===== config.mk =====
export PLATFORM = sky130hd
export DESIGN_NAME = block_ram_arbiter
export DESIGN_NICKNAME = d
export VERILOG_FILES = /design/src/rtl/block_ram_arbiter.sv
export SDC_FILE = /design/constraint.sdc
export NUM_CORES = 1
export LEC_CHECK = 0
export CORE_AREA = 2 2 150 152
export DETAILED_ROUTE_END_ITERATION = 8
export DIE_AREA = 0 0 152 154
export PLACE_DENSITY = 0.45
export SLEW_MARGIN = 30
export SYNTH_ARGS = -nofsm -noshare
export SYNTH_HDL_FRONTEND = slang
export SYNTH_SLANG_ARGS = --single-unit

===== constraint.sdc =====
create_clock -name clock -period 1.85 [get_ports clock]
set_clock_uncertainty 0.2 [all_clocks]
set_input_delay 0.37 -clock clock [delete_from_list [all_inputs] [get_ports clock]]
set_output_delay 0.37 -clock clock [all_outputs]
set_load 0.01 [all_outputs]

===== src/rtl/block_ram_arbiter.sv =====
// block_ram_arbiter
//   Shares one block_ram TileLink-UL port between instruction fetch (port 0)
//   and data load/store (port 1). One grant per cycle, round-robin on
//   conflicts, fixed one-cycle response latency. Addresses outside the RAM
//   window are answered locally with an error and never reach the RAM.
//
// Ports
//   clock     : global clock, rising edge
//   reset_n   : asynchronous active-low reset
//   req0_tla  : requester 0 (fetch) A channel
//   req0_tld  : requester 0 D channel; d_ready means "A accepted this cycle"
//   req1_tla  : requester 1 (data) A channel
//   req1_tld  : requester 1 D channel; d_ready means "A accepted this cycle"
//   ram_tla   : A channel towards block_ram
//   ram_tld   : D channel from block_ram, one cycle after a_valid
//
// Optional feature (define BLOCK_RAM_ARBITER_STATS_EN)
//   grant0_count, grant1_count : grants per port, wrap at 2^32
//   conflict_count             : cycles with both requesters valid

package block_ram_arbiter_pkg;

  typedef struct packed {
    logic        a_valid;
    logic [2:0]  a_opcode;
    logic [2:0]  a_param;
    logic [1:0]  a_size;
    logic [3:0]  a_source;
    logic [31:0] a_address;
    logic [3:0]  a_mask;
    logic [31:0] a_data;
  } tilelink_a;

  typedef struct packed {
    logic        d_valid;
    logic [2:0]  d_opcode;
    logic [1:0]  d_param;
    logic [1:0]  d_size;
    logic [3:0]  d_source;
    logic        d_error;
    logic [31:0] d_data;
    logic        d_ready;
  } tilelink_d;

  localparam logic [2:0] TL_A_PUT_FULL        = 3'd0;
  localparam logic [2:0] TL_A_PUT_PARTIAL     = 3'd1;
  localparam logic [2:0] TL_A_GET             = 3'd4;
  localparam logic [2:0] TL_D_ACCESS_ACK      = 3'd0;
  localparam logic [2:0] TL_D_ACCESS_ACK_DATA = 3'd1;

endpackage

module block_ram_arbiter
  import block_ram_arbiter_pkg::*;
#(
  parameter logic [31:0] addr_mask = 32'hF000_0000,
  parameter logic [31:0] addr_tag  = 32'h0000_0000
) (
  input  logic      clock,
  input  logic      reset_n,
  input  tilelink_a req0_tla,
  output tilelink_d req0_tld,
  input  tilelink_a req1_tla,
  output tilelink_d req1_tld,
  output tilelink_a ram_tla,
  input  tilelink_d ram_tld
`ifdef BLOCK_RAM_ARBITER_STATS_EN
  ,
  output logic [31:0] grant0_count,
  output logic [31:0] grant1_count,
  output logic [31:0] conflict_count
`endif
);

  logic       valid0;
  logic       valid1;
  logic       hit0;
  logic       hit1;
  logic       grant0;
  logic       grant1;
  logic       accept;
  logic       win_hit;
  tilelink_a  win_tla;
  tilelink_d  rsp;

  // last_grant holds the index of the port granted most recently
  logic       last_grant;
  logic       inflight_valid;
  logic       inflight_owner;
  logic       inflight_err;
  logic [3:0] inflight_source;

  // The RAM's own valid/source/ready are not needed: the response slot is
  // tracked locally, so a RAM answer with no matching slot is simply ignored.
  logic       unused_ram_fields;
  assign unused_ram_fields = ^{ram_tld.d_valid, ram_tld.d_source, ram_tld.d_ready};

  // Requests are masked while reset is asserted so nothing is granted or
  // forwarded to the RAM during reset.
  assign valid0 = reset_n && req0_tla.a_valid;
  assign valid1 = reset_n && req1_tla.a_valid;
  assign hit0   = ((req0_tla.a_address & addr_mask) == addr_tag);
  assign hit1   = ((req1_tla.a_address & addr_mask) == addr_tag);

  // Port 1 wins when it is alone, or on a conflict when port 0 was granted last.
  assign grant1  = valid1 && (!valid0 || !last_grant);
  assign grant0  = valid0 && !grant1;
  assign accept  = grant0 || grant1;
  assign win_tla = grant1 ? req1_tla : req0_tla;
  assign win_hit = grant1 ? hit1 : hit0;

  // Only decoded hits are forwarded; misses are answered locally next cycle.
  always_comb begin
    ram_tla         = win_tla;
    ram_tla.a_valid = accept && win_hit;
  end

  // Remember who was granted and how the response must be formed one cycle later.
  always_ff @(posedge clock or negedge reset_n) begin
    if (!reset_n) begin
      last_grant      <= 1'b1;
      inflight_valid  <= 1'b0;
      inflight_owner  <= 1'b0;
      inflight_err    <= 1'b0;
      inflight_source <= 4'd0;
    end else begin
      inflight_valid <= accept;
      if (accept) begin
        last_grant      <= grant1;
        inflight_owner  <= grant1;
        inflight_err    <= !win_hit;
        inflight_source <= win_tla.a_source;
      end
    end
  end

  // Build the response for the owner of the in-flight slot; the other port
  // sees an idle D channel. d_ready reflects this cycle's A acceptance.
  always_comb begin
    rsp = '0;
    if (inflight_valid) begin
      rsp.d_valid  = 1'b1;
      rsp.d_source = inflight_source;
      if (inflight_err) begin
        rsp.d_opcode = TL_D_ACCESS_ACK_DATA;
        rsp.d_error  = 1'b1;
      end else begin
        rsp.d_opcode = ram_tld.d_opcode;
        rsp.d_param  = ram_tld.d_param;
        rsp.d_size   = ram_tld.d_size;
        rsp.d_data   = ram_tld.d_data;
        rsp.d_error  = ram_tld.d_error;
      end
    end
    req0_tld         = inflight_owner ? '0 : rsp;
    req1_tld         = inflight_owner ? rsp : '0;
    req0_tld.d_ready = grant0;
    req1_tld.d_ready = grant1;
  end

`ifdef BLOCK_RAM_ARBITER_STATS_EN
  // Grant and conflict statistics, each counted on the edge closing the cycle.
  always_ff @(posedge clock or negedge reset_n) begin
    if (!reset_n) begin
      grant0_count   <= 32'd0;
      grant1_count   <= 32'd0;
      conflict_count <= 32'd0;
    end else begin
      if (grant0) begin
        grant0_count <= grant0_count + 32'd1;
      end
      if (grant1) begin
        grant1_count <= grant1_count + 32'd1;
      end
      if (valid0 && valid1) begin
        conflict_count <= conflict_count + 32'd1;
      end
    end
  end
`endif

endmodule


==> results.py, run 1 <==
metrics = {
    "place": {
        "postPlaceCellArea_mm2": 0.00633,
        "place_congestion": 0.799,
        "io_buffers": 376,
        "dp_cells": 915,
        "post-dp-hpwl_um": 14700,
    },
    "sta": {
        "rsz0062_at_grt": "yes",
        "setup_viol": 159,
        "fin_ws_ns": -0.459,
        "min_period_ns": 2.31,
        "fmax_mhz": 433,
        "finalHoldViolCount": 3,
        "max-slew-margin-rel": 0.860,
        "maxSlewViolCount": 0,
        "tightest_slew_ns": 0.209,
        "period_share": 1.25,
        "whs_ns": -0.00913,
    },
    "power_and_ir_drop": {
        "peakVddDrop_mv": 0.300,
        "power.density_mw_per_mm2": 327,
        "leakage_nw": 3.70,
    },
    "clock_network": {
        "cts_tree": "built",
        "clock_path_buffers": 2,
        "insertion_delay_ns": 0.23,
        "cts-root-buf": "clkbuf_16",
        "numCtsBuffers": 3,
        "cts_htree_levels": 1,
        "clk_pin_slew_ns": 0.04,
        "cts.sinks": 8,
    },
    "critical_path": {
        "critPathArrivalTime_ns": 1.74,
        "crit_fanout": 6,
        "start_kind": "register",
        "required_ns": 1.28,
        "path_class": "register to output port",
        "endpoint_kind": "output port",
    },
    "drt": {
        "dr.pass1.iters": 4,
        "routedWlPerCell_um": 20.2,
        "ant_nets": 0,
        "vias": 3743,
        "drt_iter0_markers": 88,
        "drcViolationCount": 0,
        "wirelength_um": 19800,
        "viasPerCell": 3.82,
    },
    "floorplan": {
        "core.rowCount": 54,
        "die_y_um": 154,
        "ioPinCount": 383,
        "initial_core_util": 0.0925,
        "dieArea_mm2": 0.0234,
        "coreArea_mm2": 0.0217,
        "die_x_um": 152,
    },
    "layout": {
        "fill_cells": 2164,
        "final_cells": 981,
        "regArea_um2": 204,
        "mostFrequentLayoutCells": "192 x clkdlybuf4s50_1, 162 x buf_6, 73 x and2_4",
        "synthToLayoutAreaGrowth_pct": 290,
        "multi_input_area_mm2": 0.00218,
        "fin_util": 0.361,
        "final_nets": 909,
        "post_route_cells_drive_above_1_share": 0.636,
        "layout_commonest_cell": "clkdlybuf4s50_1",
        "stdcell_area_mm2": 0.00782,
    },
    "status": {
        "violations": "hold timing, setup timing",
        "outcome": "finished with violations",
    },
    "global_routing": {
        "grt_overflow": 0,
        "grtUsageTotal": 0.158,
        "grt_start_max_net_pins": 12,
        "grt_first_pass_wirelength_um": 28000,
        "antenna_found_initial": 4,
        "grt_pass1_vias": 4213,
    },
    "logic_synthesis": {
        "synth_top_area_frac": 0.426,
        "ys_seq_area_frac": 0.100,
        "synth.area.top_cells": "mux2_1 43%, and2_1 26%, dfrtp_1 8.7%",
        "ys_seq_elements": 8,
        "synth_flop_cell": "dfrtp_1",
        "yosys.area.top_type": "mux2_1",
        "synth_warnings": 0,
        "synth_area_per_cell_um2": 8.40,
        "async_flop_share": 1.00,
        "postSynthCellCount": 239,
        "synth_area_mm2": 0.00201,
        "yosys.cell_types.count": 24,
        "synth-edff-count": 0,
        "syn_nets": 449,
    },
    "job": {
        "maxCapViolations": 0,
    },
    "hold_path": {
        "hold_class": "input port to asynchronous set/reset pin",
    },
}
-- layout make-up --
class,count,area share
repair buffers,475,0.637
multi-input cells,207,0.278
well taps,280,0.0448
flip-flops and latches,8,0.0261
clock buffers,4,0.0101
inverters,4,0.00256
diodes,3,0.000960
-- stage by stage --
step / worst slack [ns] / hold WS [ns] / power [W] / setup TNS (ns)
floorplan: 0.00973 / -0.126 / 0.000660 / 0
global placement: -0.946 / 0.375 / 0.00170 / -94.80
detailed placement: -0.963 / 0.383 / 0.00170 / -97.41
CTS: -0.521 / 0.129 / 0.00248 / -55.40
global route: -0.516 / 0.00825 / 0.00269 / -53.89
finish: -0.459 / -0.00913 / 0.00256 / -44.49
-- synthesized netlist by cell type, types with 2 or more instances --
| master | count |
|---|---|
| a31oi_1 | 4 |
| and2_1 | 82 |
| and3_1 | 5 |
| buf_2 | 3 |
| buf_4 | 3 |
| buf_6 | 8 |
| clkbuf_1 | 2 |
| clkbuf_2 | 4 |
| dfrtp_1 | 7 |
| inv_1 | 3 |
| mux2_1 | 76 |
| nand2_1 | 9 |
| nand2_2 | 2 |
| nand4_1 | 5 |
| nor2_1 | 12 |
| nor4_1 | 2 |
| o21ai_0 | 5 |
-- power by group --
| group | switching (W) | internal (W) | leakage, nW |
|---|---|---|---|
| Combinational | 0.000675 | 0.00129 | 3.57 |
| Sequential | 0.0000250 | 0.000201 | 0.0889 |
| Clock | 0.0000870 | 0.000287 | 0.0382 |
| Total | 0.000787 | 0.00177 | 3.70 |
-- worst max-delay path: stages, from the launching register on --
cell and delay (ns):
dfstp_2 0.53, nand2_2 0.07, nand3_4 0.11, buf_6 0.15, buf_16 0.13, buf_12 0.10, mux2_4 0.29, buf_6 0.12
-- per-layer routing --
| layer | vias to the layer above | GRT usage | routed length [um] |
|---|---|---|---|
| li1 | 1741 | - | - |
| met1 | 1754 | 0.169 | 7380 |
| met2 | 234 | 0.307 | 10500 |
| met3 | 14 | 0.0440 | 1510 |
| met4 | 0 | 0.0347 | 426 |
| met5 | - | 0 | 0 |
-- worst paths after layout --
check,start,endpoint,slack [ns],cells past startpoint
worst max-delay path,last_grant,ram_tla[48],-0.46,7
worst min-delay path,reset_n,inflight_owner,-0.009,3
worst max register to register,last_grant,inflight_source[3],0.11,9
worst min register to register,inflight_source[0],inflight_source[0],0.40,2
max in group asynchronous,reset_n,inflight_valid,1.22,4
min in group clock,inflight_source[0],inflight_source[0],0.40,2
-- registers in the layout, summed over array words and instances (netlist names) --
signal / count
inflight_source: 4
last_grant: 1
inflight_err: 1
inflight_valid: 1
inflight_owner: 1
-- logic make-up after synthesis --
family | Yosys count | synth area share
flops | 8 | 0.100
mux | 76 | 0.426
simple gates | 119 | 0.354
compound gates | 12 | 0.0343
buf+inv | 24 | 0.0848
-- what timing repair did --
item | CTS | global route
gates cloned | 13 | 2
endpoints found under the setup margin | 177 | 174
setup buffers | 51 | 13
hold buffers | 0 | 0
pin swaps | 35 | 42
gates resized for setup | 938 | 163
No activity file was read; power rests on OpenSTA's default activity.
==> inputs of run 2 (changes only) <==
CORE_AREA = 4 4 147 149   (was 2 2 150 152)
DIE_AREA = 0 0 151 153   (was 0 0 152 154)
PLACE_DENSITY = 0.48   (was 0.45)
SLEW_MARGIN = 15   (was 30)
==> run 2 against run 1 <==
- the flow finishes with violations (setup timing)
- largest cell class unchanged
- routed wire length up 0.97%
- clock power down 1%
- critical path depth unchanged
- global-route usage down 0.35 points
- die area down 1.3%
==> results.py, run 2 (synthesis results as in run 1) <==
metrics = {
    "sta": {
        "min_period_ns": 2.39,
        "tightest_slew_ns": 0.318,
        "finalHoldViolCount": 0,
        "setup_viol": 159,
        "max-slew-margin-rel": 0.786,
        "fmax_mhz": 419,
        "maxSlewViolCount": 0,
        "rsz0062_at_grt": "yes",
        "period_share": 1.29,
        "whs_ns": 0.139,
        "fin_ws_ns": -0.539,
    },
    "floorplan": {
        "core.rowCount": 52,
        "initial_core_util": 0.0995,
        "ioPinCount": 383,
        "dieArea_mm2": 0.0231,
        "die_x_um": 151,
        "die_y_um": 153,
        "coreArea_mm2": 0.0202,
    },
    "place": {
        "post-dp-hpwl_um": 15200,
        "place_ws_ns": -1.06,
        "place_congestion": 0.817,
        "io_buffers": 376,
        "dp_cells": 902,
    },
    "global_routing": {
        "grt_first_pass_wirelength_um": 26900,
        "grt_overflow": 0,
        "antenna_found_initial": 3,
        "busiest_layer": "met2",
        "grtUsageMet2": 0.299,
        "gr-usage-met1": 0.162,
        "grt_start_max_net_pins": 14,
        "grtUsageTotal": 0.154,
        "grt_pass1_vias": 4267,
        "gr-usage-met3": 0.0423,
    },
    "drt": {
        "viasPerCell": 3.83,
        "drcViolationCount": 0,
        "ant_nets": 0,
        "routedWlPerCell_um": 20.1,
        "wirelength_um": 20000,
        "drt_iter0_markers": 66,
        "dr.pass1.iters": 4,
        "vias": 3816,
    },
    "power_and_ir_drop": {
        "peakVddDrop_mv": 0.244,
        "p_total_w": 0.00265,
        "power.density_mw_per_mm2": 327,
        "leakage_nw": 3.91,
    },
    "critical_path": {
        "worstReg2RegStart": "last_grant",
        "path_class": "register to output port",
        "critPathArrivalTime_ns": 1.82,
        "crit_fanout": 5,
        "start_kind": "register",
        "rr_endpoint": "inflight_source[2]",
        "reg2regPathDepth": 8,
        "endpoint_kind": "output port",
        "ff2ff_setup_slack_ns": 0.09,
        "required_ns": 1.28,
    },
    "clock_network": {
        "cts_htree_levels": 1,
        "cts.sinks": 8,
        "clk_pin_slew_ns": 0.03,
        "cts-root-buf": "clkbuf_16",
        "clock_path_buffers": 2,
        "cts_tree": "built",
        "insertion_delay_ns": 0.23,
        "numCtsBuffers": 3,
    },
    "layout": {
        "layout_commonest_cell": "buf_6",
        "final_cells": 996,
        "mostFrequentLayoutCells": "202 x buf_6, 192 x clkdlybuf4s50_1, 77 x and2_4",
        "post_route_cells_drive_above_1_share": 0.664,
        "final_nets": 934,
        "regMostFlops": "inflight_source",
        "synthToLayoutAreaGrowth_pct": 303,
        "largest_reg_flops": 4,
        "fin_util": 0.401,
    },
    "hold_path": {
        "hold_class": "input port to asynchronous set/reset pin",
    },
    "status": {
        "outcome": "finished with violations",
        "violations": "setup timing",
    },
    "job": {
        "maxCapViolations": 0,
    },
}
==> run 2: cell count changes in the layout (fill, tap and decap cells not counted), sizes merged <==
cell / previous run / this run
buf: 274 / 292
clkbuf: 7 / 14
dlygate4sd2: 3 / 1
dlygate4sd3: 0 / 1
nand3: 1 / 2
==> run 2: area by class of cell <==
cell class | count | area, um^2
Clock buffer | 4 | 78.8
Tap cell | 270 | 338
Multi-Input combinational cell | 208 | 2200
Inverter | 4 | 17.5
Antenna cell | 3 | 7.51
Timing Repair Buffer | 499 | 5250
Sequential cell | 8 | 204
Fill cell | 1929 | 12100
==> run 2: power breakdown <==
part | leakage, nW | switching (W) | total, W | internal [W]
clock | 0.0382 | 0.0000830 | 0.000370 | 0.000287
combinational | 3.78 | 0.000688 | 0.00205 | 0.00136
sequential | 0.0889 | 0.0000260 | 0.000227 | 0.000201
==> run 2: per-layer routing <==
metal / up-vias / routed length (um)
met5: - / 0
met4: 0 / 342
met3: 14 / 1850
met2: 223 / 10800
met1: 1785 / 6990
li1: 1794 / -
==> run 2: worst max path at each step <==
stage               slack, ns           to  cells past startpoint    startpoint
floorplan                0.01   ram_tla[0]                      4    last_grant
global placement        -1.10  ram_tla[80]                      6  req1_tla[65]
detailed placement      -1.06  ram_tla[80]                      6  req1_tla[65]
CTS                     -0.56  ram_tla[46]                      7    last_grant
global route            -0.59  ram_tla[57]                      7    last_grant
finish                  -0.54  ram_tla[57]                      7    last_grant
==> run 2: timing repair <==
action | CTS | global route
gates cloned | 8 | 2
endpoints found under the hold margin | 7 | 0
pin swaps | 21 | 42
hold buffers | 1 | 0
endpoints found under the setup margin | 178 | 171
gates resized for setup | 906 | 253
setup buffers | 69 | 24
==> run 2: through the flow <==
step | TNS, ns | instance area [um^2]
after floorplan | 0 | 2010
after global placement | -94.05 | 6300
after detailed placement | -97.27 | 6300
after CTS | -59.35 | 7300
after global routing | -62.05 | 8090
final | -54.17 | 8090
==> run 2: worst max-delay path: stages, from the launching register on <==
cell       delay, ns
dfstp_2         0.57
nand2_4         0.08
nand3_4         0.11
buf_12          0.13
buf_12          0.12
clkbuf_16       0.15
mux2_4          0.31
buf_6           0.13
==> inputs of run 3 (changes only) <==
GPL_ROUTABILITY_DRIVEN = 1   (was not set)
SKIP_LAST_GASP = 1   (was not set)
==> run 3 against run 2 <==
- the flow still finishes with violations (setup timing)
- largest power group unchanged
- non-clock buffer count up 6
- critical path depth unchanged
- first-iteration DRC count up 3.0%
- critical endpoint is now ram_tla[6]
- fmax barely moved
- clock power is essentially flat
- power about the same
- routed wire length up 0.55%
- count of clock-buffer cells in the layout is the same
- setup slack worse by 0.00070 ns
==> results.py, run 3 (synthesis results as in run 1) <==
metrics = {
    "clock_network": {
        "insertion_delay_ns": 0.23,
        "clk_pin_slew_ns": 0.03,
        "cts.sinks": 8,
        "cts_htree_levels": 1,
        "numCtsBuffers": 3,
        "cts-root-buf": "clkbuf_16",
        "cts_tree": "built",
        "clock_path_buffers": 2,
    },
    "global_routing": {
        "grt_start_max_net_pins": 14,
        "grt_first_pass_wirelength_um": 26700,
        "grt_pass1_vias": 4249,
        "grtUsageTotal": 0.153,
        "antenna_found_initial": 3,
        "grt_overflow": 0,
    },
    "drt": {
        "dr.pass1.iters": 3,
        "drt_iter0_markers": 68,
        "vias": 3851,
        "wirelength_um": 20100,
        "ant_nets": 0,
        "routedWlPerCell_um": 20.1,
        "viasPerCell": 3.84,
        "drcViolationCount": 0,
    },
    "floorplan": {
        "dieArea_mm2": 0.0231,
        "die_y_um": 153,
        "initial_core_util": 0.0995,
        "ioPinCount": 383,
        "coreArea_mm2": 0.0202,
        "die_x_um": 151,
        "core.rowCount": 52,
    },
    "sta": {
        "whs_ns": 0.147,
        "maxSlewViolCount": 0,
        "period_share": 1.29,
        "rsz0062_at_grt": "yes",
        "max-slew-margin-rel": 0.770,
        "tightest_slew_ns": 0.342,
        "min_period_ns": 2.39,
        "setup_viol": 159,
        "fin_ws_ns": -0.539,
        "fmax_mhz": 419,
        "finalHoldViolCount": 0,
    },
    "power_and_ir_drop": {
        "power.density_mw_per_mm2": 329,
        "peakVddDrop_mv": 0.245,
        "leakage_nw": 3.93,
    },
    "critical_path": {
        "critPathArrivalTime_ns": 1.82,
        "reg2regPathDepth": 9,
        "start_kind": "register",
        "crit_fanout": 7,
        "worstReg2RegStart": "last_grant",
        "required_ns": 1.28,
        "rr_endpoint": "inflight_source[0]",
        "endpoint_kind": "output port",
        "path_class": "register to output port",
        "ff2ff_setup_slack_ns": 0.07,
    },
    "status": {
        "outcome": "finished with violations",
        "violations": "setup timing",
    },
    "place": {
        "post-dp-hpwl_um": 15200,
        "place_congestion": 0.817,
        "io_buffers": 376,
    },
    "layout": {
        "fill_cells": 1959,
        "final_nets": 940,
        "synthToLayoutAreaGrowth_pct": 301,
        "layout_commonest_cell": "buf_6",
        "multi_input_area_mm2": 0.00220,
        "mostFrequentLayoutCells": "195 x buf_6, 192 x clkdlybuf4s50_1, 76 x mux2_4",
        "regArea_um2": 204,
        "fin_util": 0.399,
        "largest_reg_flops": 4,
        "regMostFlops": "inflight_source",
        "post_route_cells_drive_above_1_share": 0.664,
    },
    "job": {
        "maxCapViolations": 0,
    },
    "hold_path": {
        "hold_class": "input port to asynchronous set/reset pin",
    },
}
==> run 3: changes by cell type in the layout (fill, tap and decap cells not counted), moves of 2 or more <==
cell | previous run | this run
buf_6 | 202 | 195
mux2_4 | 72 | 76
mux2_1 | 4 | 0
and2_4 | 77 | 71
and2_1 | 5 | 11
buf_8 | 10 | 8
buf_2 | 21 | 27
buf_4 | 44 | 56
==> run 3: layer usage <==
metal	part of all wire	vias up	GRT usage
met2	0.54	225	0.298
met4	0.020	0	0.0367
li1	-	1809	-
met5	0	-	0
met3	0.093	16	0.0415
met1	0.35	1801	0.159
==> run 3: cell type report <==
class	count	share of cell area
Antenna cell	3	0.000933
Tap cell	270	0.0420
Multi-Input combinational cell	208	0.273
Inverter	4	0.00218
Sequential cell	8	0.0254
Clock buffer	4	0.00980
Timing Repair Buffer	505	0.646
==> run 3: worst max path at each step <==
stage,from,to,slack (ns),depth (start not counted)
floorplan,last_grant,ram_tla[0],0.01,4
global placement,req1_tla[65],ram_tla[80],-1.10,6
detailed placement,req1_tla[65],ram_tla[80],-1.06,6
CTS,last_grant,ram_tla[64],-0.57,7
global route,last_grant,ram_tla[6],-0.59,7
finish,last_grant,ram_tla[6],-0.54,7
==> run 3: report_power, final <==
group / internal, W / switching [W] / total [W]
Combinational: 0.00136 / 0.000690 / 0.00205
Sequential: 0.000201 / 0.0000260 / 0.000227
Clock: 0.000287 / 0.0000830 / 0.000370
==> run 3: metrics by stage <==
stage | instance area [um^2] | setup TNS, ns | std cells | total power (W) | setup slack [ns]
CTS | 7040 | -62.67 | 984 | 0.00231 | -0.571
finish | 8040 | -56.15 | 1002 | 0.00265 | -0.539
global route | 8040 | -64.02 | 1002 | 0.00279 | -0.586
detailed placement | 6300 | -97.27 | 902 | 0.00170 | -1.06
global placement | 6300 | -94.05 | 902 | 0.00170 | -1.10
floorplan | 2010 | 0 | 239 | 0.000660 | 0.00973
==> run 3: worst max-delay path: stages, from the launching register on <==
cell and delay (ns):
dfstp_2 0.57, nand2_4 0.08, buf_12 0.13, nand3_4 0.12, buf_6 0.15, buf_4 0.11, mux2_4 0.29, buf_6 0.12
==> run 3: timing repair <==
item                       in CTS  in global routing
resized for setup             815                333
hold endpoints to repair        7                  0
setup endpoints to repair     178                172
buffers inserted               69                 29
pin swaps                      20                 41
hold buffers                    1                  0
gates cloned                    8                  2
